[config.mk]
export PLATFORM = sky130hd
export DESIGN_NAME = udp_csum_gen
export DESIGN_NICKNAME = d
export VERILOG_FILES = /design/src/rtl/udp_csum_gen_pkg.sv /design/src/rtl/udp_csum_fold.sv /design/src/rtl/udp_csum_gen.sv
export SDC_FILE = /design/constraint.sdc
export NUM_CORES = 1
export LEC_CHECK = 0
export ABC_AREA = 1
export CAP_MARGIN = 20
export CORE_UTILIZATION = 56
export DETAILED_ROUTE_END_ITERATION = 8
export GPL_TIMING_DRIVEN = 0
export PLACE_DENSITY = 0.95
export SLEW_MARGIN = 30
export SYNTH_ARGS = -nofsm -noshare
export SYNTH_HDL_FRONTEND = slang
export SYNTH_SLANG_ARGS = --single-unit
[constraint.sdc]
create_clock -name clk -period 16.5 [get_ports clk]
set_input_delay 2.475 -clock clk [delete_from_list [all_inputs] [get_ports clk]]
set_output_delay 2.475 -clock clk [all_outputs]
set_load 0.01 [all_outputs]
[src/rtl/udp_csum_gen_pkg.sv]
// Shared widths, FSM state type and the ones-complement carry fold for the UDP checksum path.
package udp_csum_gen_pkg;

  localparam int unsigned SUM_W  = 16;
  localparam int unsigned DATA_W = 32;
  localparam int unsigned N      = DATA_W / SUM_W;
  localparam int unsigned C_W    = $clog2(N);
  localparam int unsigned WIDE_W = SUM_W + C_W + 1;

  typedef enum logic [1:0] {
    IDLE = 2'd0,
    ACC  = 2'd1,
    DONE = 2'd2
  } state_e;

  // Two-stage end-around carry: the second add can never carry out again.
  function automatic logic [SUM_W-1:0] fold(input logic [WIDE_W-1:0] wide);
    logic [SUM_W:0] s1;
    s1 = (SUM_W+1)'(wide[SUM_W-1:0]) + (SUM_W+1)'(wide[WIDE_W-1:SUM_W]);
    return s1[SUM_W-1:0] + SUM_W'(s1[SUM_W]);
  endfunction

endpackage

[src/rtl/udp_csum_fold.sv]
// Combinational adder of one base word plus all SUM_W slices of a beat, folded back to SUM_W bits.
module udp_csum_fold #(
  parameter int unsigned DATA_W = 32,
  parameter int unsigned SUM_W  = 16
) (
  input  logic [SUM_W-1:0]  base,
  input  logic [DATA_W-1:0] data,
  output logic [SUM_W-1:0]  sum_c
);
  import udp_csum_gen_pkg::*;

  localparam int unsigned NW = DATA_W / SUM_W;
  localparam int unsigned CW = $clog2(NW) + 1;
  localparam int unsigned WW = SUM_W + CW;

  logic [WW-1:0] wide_c;

  always_comb begin
    wide_c = WW'(base);
    for (int i = 0; i < int'(NW); i++) begin
      wide_c = wide_c + WW'(data[i*SUM_W +: SUM_W]);
    end
  end

  // Default geometry reuses the shared fold; other widths get an equivalent local fold.
  if (WW == WIDE_W && SUM_W == udp_csum_gen_pkg::SUM_W) begin : g_pkg_fold
    assign sum_c = fold(wide_c);
  end else begin : g_local_fold
    logic [SUM_W:0] s1_c;
    assign s1_c  = (SUM_W+1)'(wide_c[SUM_W-1:0]) + (SUM_W+1)'(wide_c[WW-1:SUM_W]);
    assign sum_c = s1_c[SUM_W-1:0] + SUM_W'(s1_c[SUM_W]);
  end

endmodule

[src/rtl/udp_csum_gen.sv]
// UDP checksum generator: accumulates packet beats into a ones-complement sum and emits ~sum.
// Define UDP_CSUM_ZERO_FIX_EN to transmit a computed 0x0000 checksum as 0xFFFF.
module udp_csum_gen #(
  parameter int unsigned DATA_W = 32,
  parameter int unsigned SUM_W  = 16
) (
  input  logic                  clk,
  input  logic                  nreset,
  input  logic                  in_valid,
  output logic                  in_ready,
  input  logic                  in_start,
  input  logic                  in_last,
  input  logic [DATA_W-1:0]     in_data,
  input  logic [DATA_W/8-1:0]   in_keep,
  input  logic [SUM_W-1:0]      in_seed,
  output logic                  csum_valid,
  input  logic                  csum_ready,
  output logic [SUM_W-1:0]      csum_data,
  output logic                  proto_err
);
  import udp_csum_gen_pkg::*;

  localparam int unsigned KW = DATA_W / 8;

  state_e             state_q, state_d;
  logic [SUM_W-1:0]   acc_q, acc_d;
  logic               csum_valid_q, csum_valid_d;
  logic [SUM_W-1:0]   csum_data_q, csum_data_d;
  logic               proto_err_q, proto_err_d;
  logic               in_ready_q, in_ready_d;

  logic [DATA_W-1:0]  data_masked_c;
  logic [SUM_W-1:0]   base_c;
  logic [SUM_W-1:0]   sum_c;
  logic [SUM_W-1:0]   csum_c;
  logic               accept_c;

  // Disabled bytes contribute zero, which also pads an odd-length tail.
  always_comb begin
    for (int b = 0; b < int'(KW); b++) begin
      data_masked_c[b*8 +: 8] = in_data[b*8 +: 8] & {8{in_keep[b]}};
    end
  end

  assign accept_c = in_valid && in_ready_q;
  assign base_c   = (state_q == IDLE || in_start) ? in_seed : acc_q;

  udp_csum_fold #(
    .DATA_W (DATA_W),
    .SUM_W  (SUM_W)
  ) u_fold (
    .base  (base_c),
    .data  (data_masked_c),
    .sum_c (sum_c)
  );

`ifdef UDP_CSUM_ZERO_FIX_EN
  assign csum_c = (sum_c == '1) ? '1 : ~sum_c;
`else
  assign csum_c = ~sum_c;
`endif

  always_ff @(posedge clk) begin
    if (!nreset) begin
      state_q      <= IDLE;
      acc_q        <= '0;
      csum_valid_q <= 1'b0;
      csum_data_q  <= '0;
      proto_err_q  <= 1'b0;
      in_ready_q   <= 1'b0;
    end else begin
      state_q      <= state_d;
      acc_q        <= acc_d;
      csum_valid_q <= csum_valid_d;
      csum_data_q  <= csum_data_d;
      proto_err_q  <= proto_err_d;
      in_ready_q   <= in_ready_d;
    end
  end

  always_comb begin
    state_d      = state_q;
    acc_d        = acc_q;
    csum_valid_d = csum_valid_q;
    csum_data_d  = csum_data_q;
    proto_err_d  = 1'b0;

    case (state_q)
      IDLE: begin
        if (accept_c) begin
          if (in_start) begin
            acc_d = sum_c;
            if (in_last) begin
              state_d      = DONE;
              csum_valid_d = 1'b1;
              csum_data_d  = csum_c;
            end else begin
              state_d = ACC;
            end
          end else begin
            proto_err_d = 1'b1;
          end
        end
      end
      ACC: begin
        if (accept_c) begin
          // A restart inside a packet drops the old sum; base_c already selects in_seed.
          proto_err_d = in_start;
          acc_d       = sum_c;
          if (in_last) begin
            state_d      = DONE;
            csum_valid_d = 1'b1;
            csum_data_d  = csum_c;
          end
        end
      end
      DONE: begin
        if (csum_ready) begin
          state_d      = IDLE;
          csum_valid_d = 1'b0;
        end
      end
      default: state_d = IDLE;
    endcase

    in_ready_d = (state_d != DONE);
  end

  assign in_ready   = in_ready_q;
  assign csum_valid = csum_valid_q;
  assign csum_data  = csum_data_q;
  assign proto_err  = proto_err_q;

endmodule

======== Word-level counts from Yosys, hierarchy flattened ========
Cells that the tools add are included.
storage, ports and cells
  bits in registers ....................... 37
  bits of input ports ..................... 58
  output and inout bits ................... 19
  logic and storage cells ................. 56
operators by class
  add/subtract/negate cells ............... 4
  equal/unequal tests ..................... 7
  multiplexer cells ....................... 27
  bitwise gates (word level) .............. 5
  reduce and logical (&&, ||, !) cells .... 7
operators by type and width
  kind                                                 number
  2-to-1 mux 16 bit                                    8
  one-hot mux 16 bit (2 select lines)                  2
  AND 8 bit                                            4
  adder 18 x 16 -> 18 bit                              1
  adder 16 x 16 -> 17 bit                              1
  adder 16 x 2 -> 17 bit                               1
  adder 16 x 1 -> 16 bit                               1
  inverter 16 bit                                      1
  2-to-1 mux 2 bit                                     6
  != test 2 bit, second input constant                 5
  2-to-1 mux 1 bit                                     8
  one-hot mux 2 bit (3 select lines)                   1
  AND reduction 5 bit                                  1
  AND reduction 4 bit                                  1
  one-hot mux 1 bit (3 select lines)                   1
  nonzero test 3 bit                                   1
  equality test 2 x 1 -> 1 bit, second input constant  1
  equality test 2 bit, second input constant           1
  logical NOT 2 bit                                    1
  one-hot mux 1 bit (2 select lines)                   1
  nonzero test 2 bit                                   1
  logical AND 1 bit                                    1
  logical OR 1 bit                                     1

======== Logic depth before layout (Yosys ltp) ========
Gate-level depths: netlist of the first run.
  depth after elaboration ................. 12
  mapped depth ............................ 54
  gate-level depth less buffers ........... 53

======== By module ========
Synthesis of the first run repeated with hierarchy kept, for this count alone.
second synthesis, totals
  cell total of the unflattened synthesis .. 690
  area total of the unflattened synthesis .. 4230.3 um^2
by module, submodules not included
  module         instances  cells each  area an instance (um^2)  sequential area each (um^2)
  udp_csum_fold  1          344         2140.8                   0.0
  udp_csum_gen   1          346         2089.5                   740.7

======== Worst setup path before layout of the first run ========
Ideal clock, no wire load.
  kind .................................... input -> register
  start ................................... input port in_start
  end ..................................... register csum_data_q[13] (netlist: csum_data[13])
  setup time .............................. 109 ps
  arrival ................................. 9077 ps
  data required time ...................... 16391 ps
  slack ................................... 7314 ps
  stages on the path ...................... 53
  buffers on the path ..................... 1
  path through ............................ inv_1 > o21ai_0 > clkbuf_1 > mux2_2 > ha_1 > nand2_1 > o21ai_0 > inv_1 > o21ai_0 > a21o_1 > a21oi_1 > o21ai_0 > nand3_1 > nand2_1 > xor2_1 > ha_1 > a21oi_1 > o21ai_0 > [17 not listed] > nand2_1 > nor3_1 > ha_1 > nand2_1 > nor2_1 > nand3_2 > nor2_2 > nand2_2 > nor2_2 > nand2_2 > nor2_4 > nand2_2 > nor2_4 > nand3_1 > nand2_1 > nand3_1 > nand2_1 > inv_1
on the way
  word-level cells in the longest chain between the ends .. 11
  elaborated cells between the ends (all ways) .. 14
  those cells by class .................... add/sub (4); eq/ne (1); mux (6); bitwise (1); reduce/logical (2)
ends and longest elaborated chain
  what                                 line                                     text
  from (decl)                          udp_csum_gen.sv:11                       input logic in_start,
  logical OR 1 bit                     udp_csum_gen.sv:46                       assign base_c = (state_q == IDLE || in_start) ? in_seed : acc_q;
  2-to-1 mux 16 bit                    udp_csum_gen.sv:46
  adder 16 x 16 -> 17 bit              udp_csum_fold.sv:21                      wide_c = wide_c + WW'(data[i*SUM_W +: SUM_W]);
  adder 18 x 16 -> 18 bit              udp_csum_fold.sv:21
  adder 16 x 2 -> 17 bit               udp_csum_gen_pkg.sv:19                   s1 = (SUM_W+1)'(wide[SUM_W-1:0]) + (SUM_W+1)'(wide[WIDE_W-1:SUM_W]);
  adder 16 x 1 -> 16 bit               udp_csum_gen_pkg.sv:20                   return s1[SUM_W-1:0] + SUM_W'(s1[SUM_W]);
  inverter 16 bit                      udp_csum_gen.sv:60                       assign csum_c = ~sum_c;
  2-to-1 mux 16 bit                    udp_csum_gen.sv:93, udp_csum_gen.sv:110
  2-to-1 mux 16 bit                    udp_csum_gen.sv:91                       if (in_start) begin
  2-to-1 mux 16 bit                    udp_csum_gen.sv:90                       if (accept_c) begin
  one-hot mux 16 bit (2 select lines)  udp_csum_gen.sv:88                       case (state_q)
  to (signal assigned)                 udp_csum_gen.sv:75                       csum_data_q <= csum_data_d;
  to (decl)                            udp_csum_gen.sv:28                       logic [SUM_W-1:0] csum_data_q, csum_data_d;
Parallel ways exist; a longest one is shown, timed or not. The select of a mux whose other input is x is not followed.
A chain may end at the register's enable or synchronous reset.

======== Worst setup path in the final report of the first run ========
  start ................................... input port in_start
  end ..................................... register csum_data_q[12] (netlist: csum_data[12])
Same word-level chain as after synthesis.

==> flow_summary.toml, run 1 <==
[clocking]
numCtsBuffers = 5
cts_tree = "yes"
clock_latency_ps = 300
cts_sinks = 37
cts_root_buffer = "clkbuf_8"
path_clk_slew_ps = 80
cts_buffer_depth = 2
htreeDepth = 2
cts_hold_buf = 0
cts_resized = 0
cts_setup_buffers = 0

[placed_design]
port_buffers = 72
dp_hpwl_mm = 9.21
gp_congestion = 0.909
placed_cells = 873
post-place-ws_ps = 5510

[worst_setup_path]
cp.required_ps = 16700
critPathArrivalTime_ps = 11100
ff2ff_path_depth = 50
cpPeakStageDelay_ps = 490
critPathTopFamily = "simple AND/OR/NAND/NOR gates"
reg2reg_from = "state_q[1]$_SDFF_PN0_"
r2r_end = "csum_data[12]$_SDFFE_PN0P_"
path_buf_inv = 7
end_kind = "flop"
r2r_setup_slack_ps = 7840
cpMaxStageDelayCell = "clkdlybuf4s50_1"
cp-start-kind = "input port"
critPathKind = "input port to flop"
crit_fanout = 10

[sta]
clock_skew_ps = 6.47
worstMarginPinSlew_ps = 686
clock.fmax_mhz = 91.7
fin_crit_sh_pct = 66.1
slew_headroom_pct = 54.0
slew_violations = 0
final_hold_viol_count = 0
finalSetupViolations = 0
setup-tns-final_ps = 0
layout_setup_ws_ps = 5590
period_needed_ps = 10910
rsz0062_at_grt = "no"

[pwr]
vdd_drop_max_mv = 0.0510
p_per_area_mw_per_mm2 = 78.0
combPwrFrac_pct = 60.3
p_sw_share_pct = 47.9
leakage_nw = 2.86
sequentialPowerShare_pct = 24.0
p_sw_w = 0.000193
intPower_w = 0.000210
p_clk_share_pct = 15.7

[logic_synthesis]
synth_fa_ha_area_share_pct = 12.1
syn_inst = 702
ys.flop_type = "dfxtp_1"
synth_area_leaders = "dfxtp_1 (18%), nand2_1 (17%), inv_1 (12%), ha_1 (11%), nand3_1 (5.4%)"
syn-cell-area_mm2 = 0.00423
synth_warnings = 0
yosysTopAreaCell = "dfxtp_1"
synth_xor_area_share_pct = 4.14
synth_edf_count = 0
synth_fp_nets = 799
yosysTopAreaCellShare_pct = 17.5
synth-seq-area-share_pct = 17.5
muxShareOfSynthArea_pct = 3.19
yosys.area_share.simple_pct = 33.4
synth_top_family_by_area = "simple AND/OR/NAND/NOR gates"
synth_compound_area_share_pct = 15.6
netlist-cell-type-count = 36
synth-async-reset-ratio_pct = 0
syn_avg_cell_area_um2 = 6.03
ys_ff_latch = 37

[hold_path]
hold_path_end = "acc_q[1]$_SDFFE_PN0P_"
min_from = "acc_q[1]$_SDFFE_PN0P_"
hold_class = "flop to flop"
hold_depth = 2

[global_routing]
grt_pass1_vias = 4162
grt_start_max_net_pins = 12
grt_pass1_wl_mm = 17.3
antenna_found_initial = 0
grt_overflow = 0
grt_usage_pct = 27.8

[route]
drtAntennaViolNets = 0
num_vias = 4668
drc = 0
post_drt_wl_per_cell_um = 12.7
top_layer = "met4"
wl_met2_mm = 5.46
wirelength_mm = 11.2
wl_met3_um = 639
wl_met1_mm = 4.88
drt_iter0_drc = 276
via_per_inst = 5.30
drtPass1Iterations = 5

[floorplanning]
chipWidth_um = 88.9
chipHeight_um = 88.9
pin_count = 77
rows = 31
die_area_mm2 = 0.00791
core_mm2 = 0.00729
start_util_pct = 58.0

[cells_and_area]
drive_above_1_share_pct = 7.03
area_growth_pct = 21.9
final_cells = 881
final_nets = 878
insertedDiodeCount = 0

[job]
maxCapViolations = 0

[run_status]
status = "completed"
-- cells in the mapped netlist, drive strengths merged (3+ instances only) --
master	n
mux2	12
xnor2	7
xor2	13
dfxtp	37
o21bai	10
nand2	208
clkbuf	10
nor2	51
o21a	4
inv	138
fa	3
clkinv	3
o21ai	47
nand3b	3
a21oi	45
ha	36
nand4	8
nand3	51
-- state kept, by name, summed over array words and instances (netlist names) --
| signal | count |
|---|---|
| state_q | 2 |
| csum_data | 16 |
| in_ready | 1 |
| csum_valid | 1 |
| proto_err | 1 |
| acc_q | 16 |
-- placed cells by master, fill, tap and decap left out, types with 3 or more instances in the layout --
master / instances
nor2_4: 3
a21oi_2: 3
clkbuf_1: 11
o21bai_1: 10
nand3_1: 46
fa_1: 3
nand2_2: 14
a21oi_1: 42
mux2_2: 12
clkinv_1: 3
dfxtp_1: 37
xor2_1: 13
nor2_1: 42
nand4_1: 8
xnor2_1: 7
clkbuf_8: 5
o21ai_0: 46
nand3b_1: 3
o21a_1: 4
nor2_2: 6
inv_1: 136
clkdlybuf4s50_1: 72
ha_1: 36
nand2_1: 194
nand3_2: 5
-- per-layer routing --
metal  global-route usage (%)  vias to the layer above
met5                        0                        -
met4                     8.21                        0
met3                     3.88                       29
met2                     51.1                      186
met1                     33.4                     2081
li1                         -                     2372
-- tightest hold or removal path: stages (launching register included) --
cell and delay, ps:
dfxtp_1 310, inv_1 60, a21oi_1 50
-- worst max path at each step --
stage,start,cells after the start,to
after floorplan,in_start,53,csum_data[13]$_SDFFE_PN0P_
after global placement,in_start,54,csum_data[13]$_SDFFE_PN0P_
after detailed placement,in_start,52,csum_data[12]$_SDFFE_PN0P_
after CTS,in_start,52,csum_data[12]$_SDFFE_PN0P_
after global routing,in_start,54,csum_data[13]$_SDFFE_PN0P_
final,in_start,52,csum_data[12]$_SDFFE_PN0P_
-- kinds of logic (layout without fill, tap and decap cells) --
kind of cell    count (synthesis)  in the layout
fa+ha+maj                      39             39
simple gates                  324            324
compound gates                116            116
buf+inv                       154            234
xor+xnor                       20             20
flops                          37             37
mux                            12             12
-- metrics by stage --
stage	hold WS (ps)	power, W	utilization (%)	area [um^2]
floorplan	424	0.000274	-	4230
global placement	441	0.000328	69.6	5080
detailed placement	446	0.000336	69.6	5080
CTS	457	0.000398	70.7	5160
global route	475	0.000434	70.7	5160
finish	459	0.000402	70.7	5160
-- power groups by stage --
stage | clock, W | combinational, W | sequential [W]
after global placement | 0 | 0.000230 | 0.0000983
final | 0.0000632 | 0.000243 | 0.0000966
after CTS | 0.0000617 | 0.000239 | 0.0000966
after detailed placement | 0 | 0.000237 | 0.0000986
after global routing | 0.0000666 | 0.000271 | 0.0000971
after floorplan | 0 | 0.000175 | 0.0000989
-- layout make-up --
| class | instances | area, um^2 |
|---|---|---|
| Fill cell | 628 | 2130 |
| Clock buffer | 6 | 72.6 |
| Inverter | 141 | 529 |
| Sequential cell | 37 | 741 |
| Tap cell | 99 | 124 |
| Buffer | 13 | 66.3 |
| Clock inverter | 2 | 10.0 |
| Timing Repair Buffer | 72 | 721 |
| Multi-Input combinational cell | 511 | 2900 |
No activity file was read; power rests on OpenSTA's default activity.
==> run 2: changes to the inputs <==
Settings changed: CORE_UTILIZATION 56 to 49, PLACE_DENSITY 0.95 to 0.89.
Clock period 16.5 ns to 9.7 ns, I/O delays scaled along.
==> flow_summary.toml, run 2 (same netlist as run 1, synthesis figures left out) <==
[worst_setup_path]
cpPeakStageDelay_ps = 480
cp-start-kind = "input port"
cpMaxStageDelayCell = "clkdlybuf4s50_1"
critPathArrivalTime_ps = 9170
critPathKind = "input port to flop"
cp.required_ps = 9890
worst_path_most_repeated_cell = "nand2_1"
end_kind = "flop"
crit_fanout = 10

[clocking]
clock_latency_ps = 300
numCtsBuffers = 5
cts_root_buffer = "clkbuf_8"
path_clk_slew_ps = 80
cts_sinks = 37
htreeDepth = 2
cts_buffer_depth = 2
cts_tree = "yes"

[cells_and_area]
mostFrequentLayoutCell = "nand2_1"
final_cell_mix = "nand2_1 (194), inv_1 (136), clkdlybuf4s50_1 (72)"
fin_util_pct = 62.9
insertedDiodeCount = 0
area_growth_pct = 23.4
final_nets = 879
drive_above_1_share_pct = 8.43

[sta]
clock.fmax_mhz = 111
final_hold_viol_count = 0
clock_skew_ps = 8.26
layout_setup_ws_ps = 720
fin_crit_sh_pct = 92.6
finalSetupViolations = 0
slew_violations = 0
worstMarginPinSlew_ps = 836
slew_headroom_pct = 43.9
period_needed_ps = 8980

[route]
drtAntennaViolNets = 0
via_per_inst = 5.10
drc = 0
post_drt_wl_per_cell_um = 11.8
drt_iter0_drc = 182
num_vias = 4527
drtPass1Iterations = 5
wirelength_mm = 10.5

[floorplanning]
start_util_pct = 51.0
pin_count = 77
die_area_mm2 = 0.00901
chipHeight_um = 94.9
rows = 33
chipWidth_um = 94.9
core_mm2 = 0.00830

[job]
maxCapViolations = 0

[global_routing]
grt_pass1_wl_mm = 17.1
grt_pass1_vias = 4116
grt_overflow = 0
grt_start_max_net_pins = 13
grt_usage_pct = 23.8
antenna_found_initial = 0

[pwr]
leakage_nw = 2.89
vdd_drop_max_mv = 0.0651
p_per_area_mw_per_mm2 = 130

[run_status]
status = "completed"

[placed_design]
port_buffers = 72
post-place-ws_ps = -325
gp_congestion = 0.900
dp_hpwl_mm = 8.61

[hold_path]
hold_class = "flop to flop"
## run 2: worst paths after layout
path	end	slack [ps]	startpoint	cells after the start
worst min-delay path	acc_q[1]$_SDFFE_PN0P_	450	acc_q[1]$_SDFFE_PN0P_	2
worst max-delay path	acc_q[15]$_SDFFE_PN0P_	720	in_start	52
worst min register to register	acc_q[1]$_SDFFE_PN0P_	450	acc_q[1]$_SDFFE_PN0P_	2
worst max register to register	acc_q[15]$_SDFFE_PN0P_	1930	state_q[1]$_SDFF_PN0_	50
## run 2: per-layer routing
metal  part of all wire, %  routed length [um]  track usage (%)
met5                     0                   0                0
met2                    47                4940             43.6
met3                   6.3                 658             2.42
met1                    45                4690             29.4
met4                   1.7                 181             6.06
## run 2: what timing repair did
item / in CTS / in global routing
buffers inserted: 0 / 1
hold buffers: 0 / 0
gates resized for setup: 1 / 20
pin swaps: 0 / 0
hold endpoints to repair: 0 / 0
setup endpoints to repair: 5 / 22
## run 2: where the power goes
| part | switching, W | leakage (nW) | internal (W) |
|---|---|---|---|
| clock network | 0.0000586 | 0.0439 | 0.0000496 |
| registers | 0.00000424 | 0.302 | 0.000160 |
| logic | 0.000259 | 2.54 | 0.000148 |
## run 2: layout make-up
cell class                      count  area (um^2)
Sequential cell                    37          741
Clock inverter                      3         17.5
Timing Repair Buffer               73          728
Clock buffer                        5         68.8
Multi-Input combinational cell    511         2930
Fill cell                         760         3080
Inverter                          141          529
Buffer                             13         73.8
Tap cell                          105          131
## run 2: critical path, delay by kind of cell
family / cells / cell delay, ps
compound gates: 8 / 1200
simple gates: 29 / 3220
fa+ha+maj: 5 / 1480
xor+xnor: 2 / 400
mux: 1 / 360
buf+inv: 7 / 1060
## run 2: per-stage QoR
step / instance area, um^2 / cells / setup TNS, ps / hold WS, ps / power [W]
finish: 5220 / 888 / 0 / 446 / 0.000680
CTS: 5170 / 887 / 0 / 451 / 0.000669
global placement: 5080 / 879 / -1070 / 436 / 0.000556
floorplan: 4230 / 702 / 0 / 424 / 0.000466
detailed placement: 5080 / 879 / -2930 / 440 / 0.000563
global route: 5220 / 888 / -42.2 / 471 / 0.000740
